## config.mk

```make
export PLATFORM = sky130hd
export DESIGN_NAME = mips_multicycle_ctrl
export DESIGN_NICKNAME = d
export VERILOG_FILES = /design/src/rtl/mips_multicycle_ctrl_pkg.sv /design/src/rtl/mips_multicycle_ctrl_decode.sv /design/src/rtl/mips_multicycle_ctrl.sv
export SDC_FILE = /design/constraint.sdc
export NUM_CORES = 1
export LEC_CHECK = 0
export BUFFER_PORTS_ARGS = -buffer_cell sky130_fd_sc_hd__buf_2
export CORE_MARGIN = 4
export CORE_UTILIZATION = 57
export DETAILED_ROUTE_END_ITERATION = 12
export GPL_TIMING_DRIVEN = 0
export PLACE_DENSITY = 0.9
export SETUP_SLACK_MARGIN = 0.15
export SYNTH_ARGS = -nofsm -noshare
export SYNTH_HDL_FRONTEND = slang
export SYNTH_SLANG_ARGS = --single-unit
```

## constraint.sdc

```tcl
create_clock -name i_clk -period 3.28 [get_ports i_clk]
set_input_delay 0.328 -clock i_clk [delete_from_list [all_inputs] [get_ports i_clk]]
set_output_delay 0.328 -clock i_clk [all_outputs]
set_load 0.05 [all_outputs]
```

## src/rtl/mips_multicycle_ctrl_pkg.sv

```systemverilog
// Shared encodings for the multi-cycle MIPS controller: opcodes, FSM states,
// datapath mux codes and the control-word payload driven to the datapath.
package mips_multicycle_ctrl_pkg;

  localparam logic [5:0] OP_R    = 6'h00;
  localparam logic [5:0] OP_LW   = 6'h23;
  localparam logic [5:0] OP_SW   = 6'h2B;
  localparam logic [5:0] OP_BEQ  = 6'h04;
  localparam logic [5:0] OP_J    = 6'h02;
  localparam logic [5:0] OP_ADDI = 6'h08;

  localparam logic [1:0] SRCB_B      = 2'b00;
  localparam logic [1:0] SRCB_FOUR   = 2'b01;
  localparam logic [1:0] SRCB_IMM    = 2'b10;
  localparam logic [1:0] SRCB_IMM_SH = 2'b11;

  localparam logic [1:0] ALUOP_ADD   = 2'b00;
  localparam logic [1:0] ALUOP_SUB   = 2'b01;
  localparam logic [1:0] ALUOP_FUNCT = 2'b10;

  localparam logic [1:0] PCSRC_ALU    = 2'b00;
  localparam logic [1:0] PCSRC_ALUOUT = 2'b01;
  localparam logic [1:0] PCSRC_JUMP   = 2'b10;

  typedef enum logic [3:0] {
    S_FETCH     = 4'd0,
    S_DECODE    = 4'd1,
    S_MEM_ADDR  = 4'd2,
    S_MEM_READ  = 4'd3,
    S_MEM_WB    = 4'd4,
    S_MEM_WRITE = 4'd5,
    S_EXEC      = 4'd6,
    S_R_WB      = 4'd7,
    S_BRANCH    = 4'd8,
    S_JUMP      = 4'd9,
    S_ADDI_EXEC = 4'd10,
    S_ADDI_WB   = 4'd11,
    S_HALT      = 4'd12
  } state_t;

  typedef struct packed {
    logic       pc_write;
    logic       pc_write_cond;
    logic       iord;
    logic       mem_read;
    logic       mem_write;
    logic       ir_write;
    logic       mem_to_reg;
    logic       reg_dst;
    logic       reg_write;
    logic       alu_src_a;
    logic [1:0] alu_src_b;
    logic [1:0] alu_op;
    logic [1:0] pc_source;
    logic       halted;
  } ctrl_t;

endpackage

```

## src/rtl/mips_multicycle_ctrl_decode.sv

```systemverilog
// Combinational control-word decode: current state (plus mem_ready for the
// fetch-stage IR/PC loads) to datapath mux selects and enables.
module mips_multicycle_ctrl_decode
  import mips_multicycle_ctrl_pkg::*;
(
  input  state_t i_state,
  input  logic   i_mem_ready,
  output ctrl_t  o_ctrl
);

  always_comb begin
    o_ctrl = '0;
    case (i_state)
      S_FETCH: begin
        o_ctrl.mem_read  = 1'b1;
        o_ctrl.alu_src_b = SRCB_FOUR;
        o_ctrl.ir_write  = i_mem_ready;
        o_ctrl.pc_write  = i_mem_ready;
      end
      // Branch target is precomputed into ALUOut while the opcode resolves
      S_DECODE: o_ctrl.alu_src_b = SRCB_IMM_SH;
      S_MEM_ADDR: begin
        o_ctrl.alu_src_a = 1'b1;
        o_ctrl.alu_src_b = SRCB_IMM;
      end
      S_MEM_READ: begin
        o_ctrl.mem_read = 1'b1;
        o_ctrl.iord     = 1'b1;
      end
      S_MEM_WB: begin
        o_ctrl.reg_write  = 1'b1;
        o_ctrl.mem_to_reg = 1'b1;
      end
      S_MEM_WRITE: begin
        o_ctrl.mem_write = 1'b1;
        o_ctrl.iord      = 1'b1;
      end
      S_EXEC: begin
        o_ctrl.alu_src_a = 1'b1;
        o_ctrl.alu_op    = ALUOP_FUNCT;
      end
      S_R_WB: begin
        o_ctrl.reg_write = 1'b1;
        o_ctrl.reg_dst   = 1'b1;
      end
      S_BRANCH: begin
        o_ctrl.alu_src_a     = 1'b1;
        o_ctrl.alu_op        = ALUOP_SUB;
        o_ctrl.pc_write_cond = 1'b1;
        o_ctrl.pc_source     = PCSRC_ALUOUT;
      end
      S_JUMP: begin
        o_ctrl.pc_write  = 1'b1;
        o_ctrl.pc_source = PCSRC_JUMP;
      end
      S_ADDI_EXEC: begin
        o_ctrl.alu_src_a = 1'b1;
        o_ctrl.alu_src_b = SRCB_IMM;
      end
      S_ADDI_WB: o_ctrl.reg_write = 1'b1;
      S_HALT:    o_ctrl.halted    = 1'b1;
      default:   o_ctrl = '0;
    endcase
  end

endmodule

```

## src/rtl/mips_multicycle_ctrl.sv

```systemverilog
// Main control FSM for the multi-cycle MIPS datapath: state register,
// next-state sequencing, retired-instruction counter and reset-gated outputs.
module mips_multicycle_ctrl
  import mips_multicycle_ctrl_pkg::*;
#(
  parameter int unsigned CNT_W = 32
) (
  input  logic             i_clk,
  input  logic             i_rst,
  input  logic [5:0]       i_opcode,
  input  logic             i_alu_zero,
  input  logic             i_mem_ready,
  output logic             o_pc_write,
  output logic             o_pc_write_cond,
  output logic             o_iord,
  output logic             o_mem_read,
  output logic             o_mem_write,
  output logic             o_ir_write,
  output logic             o_mem_to_reg,
  output logic             o_reg_dst,
  output logic             o_reg_write,
  output logic             o_alu_src_a,
  output logic [1:0]       o_alu_src_b,
  output logic [1:0]       o_alu_op,
  output logic [1:0]       o_pc_source,
  output logic [3:0]       o_state,
  output logic             o_halted,
  output logic [CNT_W-1:0] o_retired
);

  state_t           r_state;
  logic [CNT_W-1:0] r_retired;
  ctrl_t            w_ctrl;
  ctrl_t            w_out;
  logic             w_unused;

  // The beq decision is made in the datapath via pc_write_cond & zero
  assign w_unused = i_alu_zero;

  always_ff @(posedge i_clk) begin
    if (i_rst) begin
      r_state   <= S_FETCH;
      r_retired <= '0;
    end else begin
      case (r_state)
        S_FETCH: if (i_mem_ready) r_state <= S_DECODE;
        S_DECODE: begin
          case (i_opcode)
            OP_LW, OP_SW: r_state <= S_MEM_ADDR;
            OP_R:         r_state <= S_EXEC;
            OP_BEQ:       r_state <= S_BRANCH;
            OP_J:         r_state <= S_JUMP;
            OP_ADDI:      r_state <= S_ADDI_EXEC;
            default:      r_state <= S_HALT;
          endcase
        end
        S_MEM_ADDR: r_state <= (i_opcode == OP_SW) ? S_MEM_WRITE : S_MEM_READ;
        S_MEM_READ: if (i_mem_ready) r_state <= S_MEM_WB;
        S_MEM_WRITE: begin
          if (i_mem_ready) begin
            r_state   <= S_FETCH;
            r_retired <= r_retired + CNT_W'(1);
          end
        end
        S_MEM_WB, S_R_WB, S_BRANCH, S_JUMP, S_ADDI_WB: begin
          r_state   <= S_FETCH;
          r_retired <= r_retired + CNT_W'(1);
        end
        S_EXEC:      r_state <= S_R_WB;
        S_ADDI_EXEC: r_state <= S_ADDI_WB;
        S_HALT:      r_state <= S_HALT;
        default:     r_state <= S_HALT;
      endcase
    end
  end

  mips_multicycle_ctrl_decode u_decode (
    .i_state     (r_state),
    .i_mem_ready (i_mem_ready),
    .o_ctrl      (w_ctrl)
  );

  // Everything reads zero while reset is held, so no enable leaks into the reset cycle
  assign w_out = i_rst ? '0 : w_ctrl;

  assign o_pc_write      = w_out.pc_write;
  assign o_pc_write_cond = w_out.pc_write_cond;
  assign o_iord          = w_out.iord;
  assign o_mem_read      = w_out.mem_read;
  assign o_mem_write     = w_out.mem_write;
  assign o_ir_write      = w_out.ir_write;
  assign o_mem_to_reg    = w_out.mem_to_reg;
  assign o_reg_dst       = w_out.reg_dst;
  assign o_reg_write     = w_out.reg_write;
  assign o_alu_src_a     = w_out.alu_src_a;
  assign o_alu_src_b     = w_out.alu_src_b;
  assign o_alu_op        = w_out.alu_op;
  assign o_pc_source     = w_out.pc_source;
  assign o_halted        = w_out.halted;
  assign o_state         = i_rst ? 4'd0 : 4'(r_state);
  assign o_retired       = i_rst ? '0 : r_retired;

endmodule
```

==> results.toml, run 1 <==
[sta]
post-route-min-period_ns = 2.369
slew_viol_final = 0
max_freq_mhz = 422.1
tns_ns = 0
setup_viol = 0
worst_pin_slew_ns = 0.5397
slew_headroom_pct = 64.02
hold_ws_ns = 0.4091
finalHoldViolations = 0
rsz0062_at_grt = "no"
fin_crit_sh_pct = 72.22
fin_skew_ns = 0.006750

[worst_hold_path]
min_path_type = "in -> reg"
hold_end = "r_state[0]"
min-delay-start = "i_mem_ready"
hold_path_depth = 3

[critical_path]
reg2reg_from = "r_state[3]"
reg2reg_depth = 6
crit_required_ns = 2.95
cp_max_fo = 10
reg2reg_slack_ns = 1.01
startpoint_type = "flop"
cp.arrival_ns = 2.04
path_class = "reg -> out"
crit_path_end_kind = "primary output"
reg2reg_to = "r_retired[27]"

[drt]
first_pass_iters = 4
via_per_inst = 5.922
drt_iter0_markers = 184
vias = 2505
drc = 0
wl_per_cell_um = 15.05
ant_nets = 0
wl_um = 6368

[synth]
synth_ff_type = "dfxtp_1"
synth-seq-cells = 36
synth_edf_count = 0
ys_seq_area_share_pct = 30.00
async_flop_share_pct = 0
synth.net_count = 316
synth_area_um2 = 2402
ys_warn_count = 0
synth_cells = 305
avgSynthCellArea_um2 = 7.876
ys_types = 49

[pwr]
power_mw = 1.329
vdd_drop_max_mv = 0.2832
power_density_nw_per_um2 = 464.4
p_leak_nw = 1.254

[final_layout]
drive_above_1_share_pct = 27.61
fin_util_pct = 71.02
syn_to_final_growth_pct = 19.11
n_fill_cell = 333
diodes = 0
fin_nets = 383

[placement]
io_buffers = 60
dp_hpwl_um = 4658
place.gp.congestion = 0.8809

[outcome]
outcome = "completed"

[cts]
cts_sinks = 36
cts_buffer_depth = 2
clkTransAtPathRegs_ns = 0.07
clock_latency_ns = 0.30
h-tree-depth = 2
numCtsBuffers = 5
cts_hold_buf = 0
cts-root-buf = "clkbuf_8"
cts_setup_buffers = 0
cts_tree = "yes"
postCtsResizedCells = 0

[grt]
grt-ovfl-total = 0
grt_util_all_layers_pct = 25.08
antenna_found_initial = 0
grt_max_degree = 11
grt_pass1_vias = 2363
grt_pass1_wl_um = 10590

[flow_run]
drv_cap = 0

[floorplanning]
core_um2 = 4029
rows = 23
dieWidth_um = 72.92
start_util_pct = 59.63
ios = 63
die-area_um2 = 5317
dieHeight_um = 72.92
==> Yosys cell counts, types with 2 or more instances <==
| library cell | n | area [µm²] |
|---|---|---|
| nor2_1 | 45 | 168.9 |
| buf_6 | 3 | 33.78 |
| or3_1 | 3 | 18.77 |
| mux2_1 | 8 | 90.09 |
| clkbuf_1 | 15 | 56.30 |
| a31oi_1 | 2 | 12.51 |
| and4_1 | 5 | 43.79 |
| buf_1 | 3 | 11.26 |
| and3_1 | 6 | 37.54 |
| buf_2 | 2 | 10.01 |
| a21oi_1 | 4 | 20.02 |
| o21ai_0 | 6 | 30.03 |
| nor4_2 | 4 | 50.05 |
| nor3_1 | 23 | 115.1 |
| mux2_2 | 20 | 225.2 |
| nand3b_1 | 2 | 15.01 |
| dfxtp_1 | 36 | 720.7 |
| nand2b_1 | 5 | 31.28 |
| inv_1 | 8 | 30.03 |
| nand3_1 | 10 | 50.05 |
| nor4_1 | 15 | 93.84 |
| xor2_1 | 3 | 26.28 |
| nand4_1 | 4 | 25.02 |
| nor2b_1 | 31 | 193.9 |
| xnor2_1 | 2 | 17.52 |
| or4_1 | 2 | 15.01 |
| nand2_1 | 15 | 56.30 |
| and2_1 | 2 | 12.51 |
==> worst max-delay path by stage <==
stage                from             to  slack (ns)  cells past startpoint
3_5_place_dp   r_state[3]  r_retired[27]        1.07                      6
5_1_grt        r_state[0]    o_reg_write        0.78                      6
2_1_floorplan  r_state[1]     o_pc_write        0.47                      4
6_report       r_state[0]    o_reg_write        0.91                      6
4_1_cts        r_state[0]    o_reg_write        0.95                      6
3_3_place_gp   r_state[3]  r_retired[29]        1.11                      6
==> critical path, cell delays in order, from the launching register on <==
cell	delay [ns]
dfxtp_1	0.44
clkbuf_1	0.35
clkbuf_1	0.39
nor3_1	0.13
a31oi_1	0.16
nor2_1	0.05
buf_2	0.23
==> per-stage QoR <==
step	setup WS (ns)	area, µm²	std cells
after detailed placement	1.065	2771	415
after global placement	1.115	2771	415
after floorplan	0.4730	2409	305
after global routing	0.7810	2861	423
after CTS	0.9520	2861	423
final	0.9111	2861	423
==> kinds of logic (layout without fill, tap and decap cells) <==
kind of cell / after synthesis / in the layout / synth area share [%]
simple gates: 181 / 181 / 41.93
mux: 29 / 29 / 13.54
compound gates: 22 / 22 / 6.303
xor+xnor: 5 / 5 / 1.823
flops: 36 / 36 / 30.00
buf+inv: 31 / 99 / 5.885
fa+ha+maj: 1 / 1 / 0.5208
==> placed cells by master (no fill, tap or decap), drive strengths merged, types with 10 or more instances in the layout <==
cell type | netlist | layout
dfxtp | 36 | 36
nor2b | 32 | 32
mux2 | 28 | 28
nor3 | 23 | 23
nand3 | 10 | 10
nand2 | 15 | 15
nor2 | 45 | 45
nor4 | 19 | 19
buf | 8 | 68
clkbuf | 15 | 23
==> layer usage <==
| metal | up-vias | track usage (%) | part of all wire, % |
|---|---|---|---|
| li1 | 1216 | - | - |
| met1 | 1190 | 31.58 | 42 |
| met2 | 85 | 41.98 | 50 |
| met3 | 14 | 5.234 | 5.4 |
| met4 | 0 | 9.426 | 1.8 |
| met5 | - | 0 | 0 |
==> report_power, final <==
group	internal, mW	switching, mW	leakage [nW]
combinational	0.164	0.350	0.918
clock	0.171	0.162	0.0455
sequential	0.454	0.0266	0.290
total	0.790	0.539	1.25
==> cell type report <==
cell class                      instances  area, µm²  area share, %
Sequential cell                        36      720.7          25.19
Multi-Input combinational cell        238       1546          54.04
Tap cell                               50      62.56          2.186
Timing Repair Buffer                   60      300.3          10.49
Inverter                                8      30.03          1.049
Clock buffer                            8      90.09          3.148
Buffer                                 23      111.4          3.892
==> state kept, by name, indices dropped and copies added, names as in the netlist <==
name,flops
r_retired,32
r_state,4
Note: power is estimated with default switching activity, not from simulation.
==> run 2, diff against run 1 <==
Settings changed: CORE_UTILIZATION 57 to 48, PLACE_DENSITY 0.9 to 0.82.
Clock period 3.28 ns to 1.92 ns, I/O delays scaled along.
==> results.toml, run 2 (synthesis gave the netlist of run 1 again) <==
[sta]
rsz0062_at_grt = "yes"
fin_crit_sh_pct = 106.0
tns_ns = -1.506
fin_skew_ns = 0.006115
worst_slack_ns = -0.1149
post-route-min-period_ns = 2.035
worst_pin_slew_ns = 0.5243
slew_viol_final = 0
finalHoldViolations = 0
max_freq_mhz = 491.4
hold_ws_ns = 0.2937
slew_headroom_pct = 65.04
setup_viol = 29

[pwr]
p_leak_nw = 1.861
power_density_nw_per_um2 = 751.8
vdd_drop_max_mv = 0.6899

[drt]
ant_nets = 0
vias = 2636
wl_um = 7857
first_pass_iters = 4
wl_per_cell_um = 17.46
drt_iter0_markers = 153
via_per_inst = 5.858
drc = 0

[floorplanning]
rows = 25
start_util_pct = 50.20
dieHeight_um = 78.75
core_um2 = 4786
ios = 63
die-area_um2 = 6201
dieWidth_um = 78.75

[outcome]
violations = "setup timing"
outcome = "finished, violations left"

[final_layout]
n_fill_cell = 295
seqCellArea_um2 = 738.2
final_area_um2 = 3859
fin_nets = 393
diodes = 0
multi_input_area_um2 = 2165
instances_no_fill = 450
final_common_cell = "buf_2"
top_regs = "r_retired (32), r_state (4)"
layout_common_cells = "buf_2 (45), nor2_1 (42), nor2b_1 (28), mux2_4 (26), dfxtp_1 (24)"
largest_reg_flops = 32
syn_to_final_growth_pct = 60.62
top_register = "r_retired"
drive_above_1_share_pct = 51.96

[cts]
cts_buffer_depth = 2
clock_latency_ns = 0.29
cts_tree = "yes"
cts-root-buf = "clkbuf_8"
h-tree-depth = 2
clkTransAtPathRegs_ns = 0.07
cts_sinks = 36
numCtsBuffers = 5

[placement]
place_inst = 432
dp_slack_ns = -0.3840
dp_hpwl_um = 5154
io_buffers = 60
place_area_um2 = 3294
place.gp.congestion = 0.8879

[critical_path]
crit_path_end_kind = "flop"
startpoint_type = "flop"
cpLargestDelayFamily = "simple AND/OR/NAND/NOR gates"
cp_max_fo = 10
crit_slowest_cell = "or4_4"
path_cells = "buf_6, and2_4, or4_4, buf_12, buf_12, nor4_4, mux2_4"
path_class = "reg -> reg"
crit_required_ns = 2.10
cp.arrival_ns = 2.21
cp_common_cell = "buf_12"
critPathMaxStageDelay_ns = 0.52
path_buf_inv = 3

[grt]
grt-ovfl-total = 0
grt_pass1_vias = 2679
grt_max_degree = 11
grt_pass1_wl_um = 12940
grt_util_all_layers_pct = 26.14
antenna_found_initial = 0

[flow_run]
drv_cap = 0

[worst_hold_path]
min_path_type = "in -> reg"
[run 2: cell types whose count changed in the layout (fill, tap and decap cells not counted), sizes merged]
| cell | delta |
|---|---|
| bufbuf | +1 |
| buf | +11 |
| clkbuf | -2 |
[run 2: report_power, final]
| group | total (mW) | internal [mW] | switching [mW] | leakage [nW] |
|---|---|---|---|---|
| Combinational | 1.50 | 0.626 | 0.869 | 1.52 |
| Clock | 0.563 | 0.293 | 0.270 | 0.0455 |
| Sequential | 0.843 | 0.786 | 0.0565 | 0.296 |
[run 2: layer usage]
layer	track usage (%)	wire length [µm]	vias to the layer above
li1	-	-	1240
met1	30.50	3149	1269
met2	46.60	4028	112
met3	3.628	484	15
met4	12.94	194	0
met5	0	0	-
[run 2: worst register-to-register path, cell delays in order (launching register included)]
cell,delay [ns]
dfxtp_2,0.32
buf_6,0.12
and2_4,0.13
or4_4,0.52
buf_12,0.17
buf_12,0.16
nor4_4,0.19
mux2_4,0.33
[run 2: worst paths after layout]
path	slack [ns]	cells after the start	start	end
worst min-delay path	0.29	3	i_mem_ready	r_state[0]
worst min register to register	0.56	2	r_retired[9]	r_retired[9]
worst max-delay path	-0.11	7	r_state[2]	r_retired[30]
worst max register to register	-0.11	7	r_state[2]	r_retired[30]
[run 2: cell type report]
| cell class | instances | area share [%] |
|---|---|---|
| multi-input cells | 238 | 56.10 |
| flip-flops and latches | 36 | 19.13 |
| inverters | 8 | 0.7782 |
| repair buffers | 70 | 13.62 |
| well taps | 67 | 2.173 |
| clock buffers | 8 | 2.335 |
| plain buffers | 23 | 5.869 |
[run 2: per-stage QoR]
stage          util [%]  power [mW]
3_5_place_dp      68.84       1.955
4_1_cts           76.55       2.742
2_1_floorplan         -       1.750
3_3_place_gp      68.84       1.935
6_report          80.63       2.901
5_1_grt           80.63       3.021
[run 2: repair_timing]
item / 4_1_cts / 5_1_grt
cloned: 1 / 1
hold endpoints to repair: 0 / 0
endpoints found under the setup margin: 54 / 51
resized for setup: 60 / 44
pin swaps: 10 / 9
setup buffers: 6 / 2
hold buffers: 0 / 0
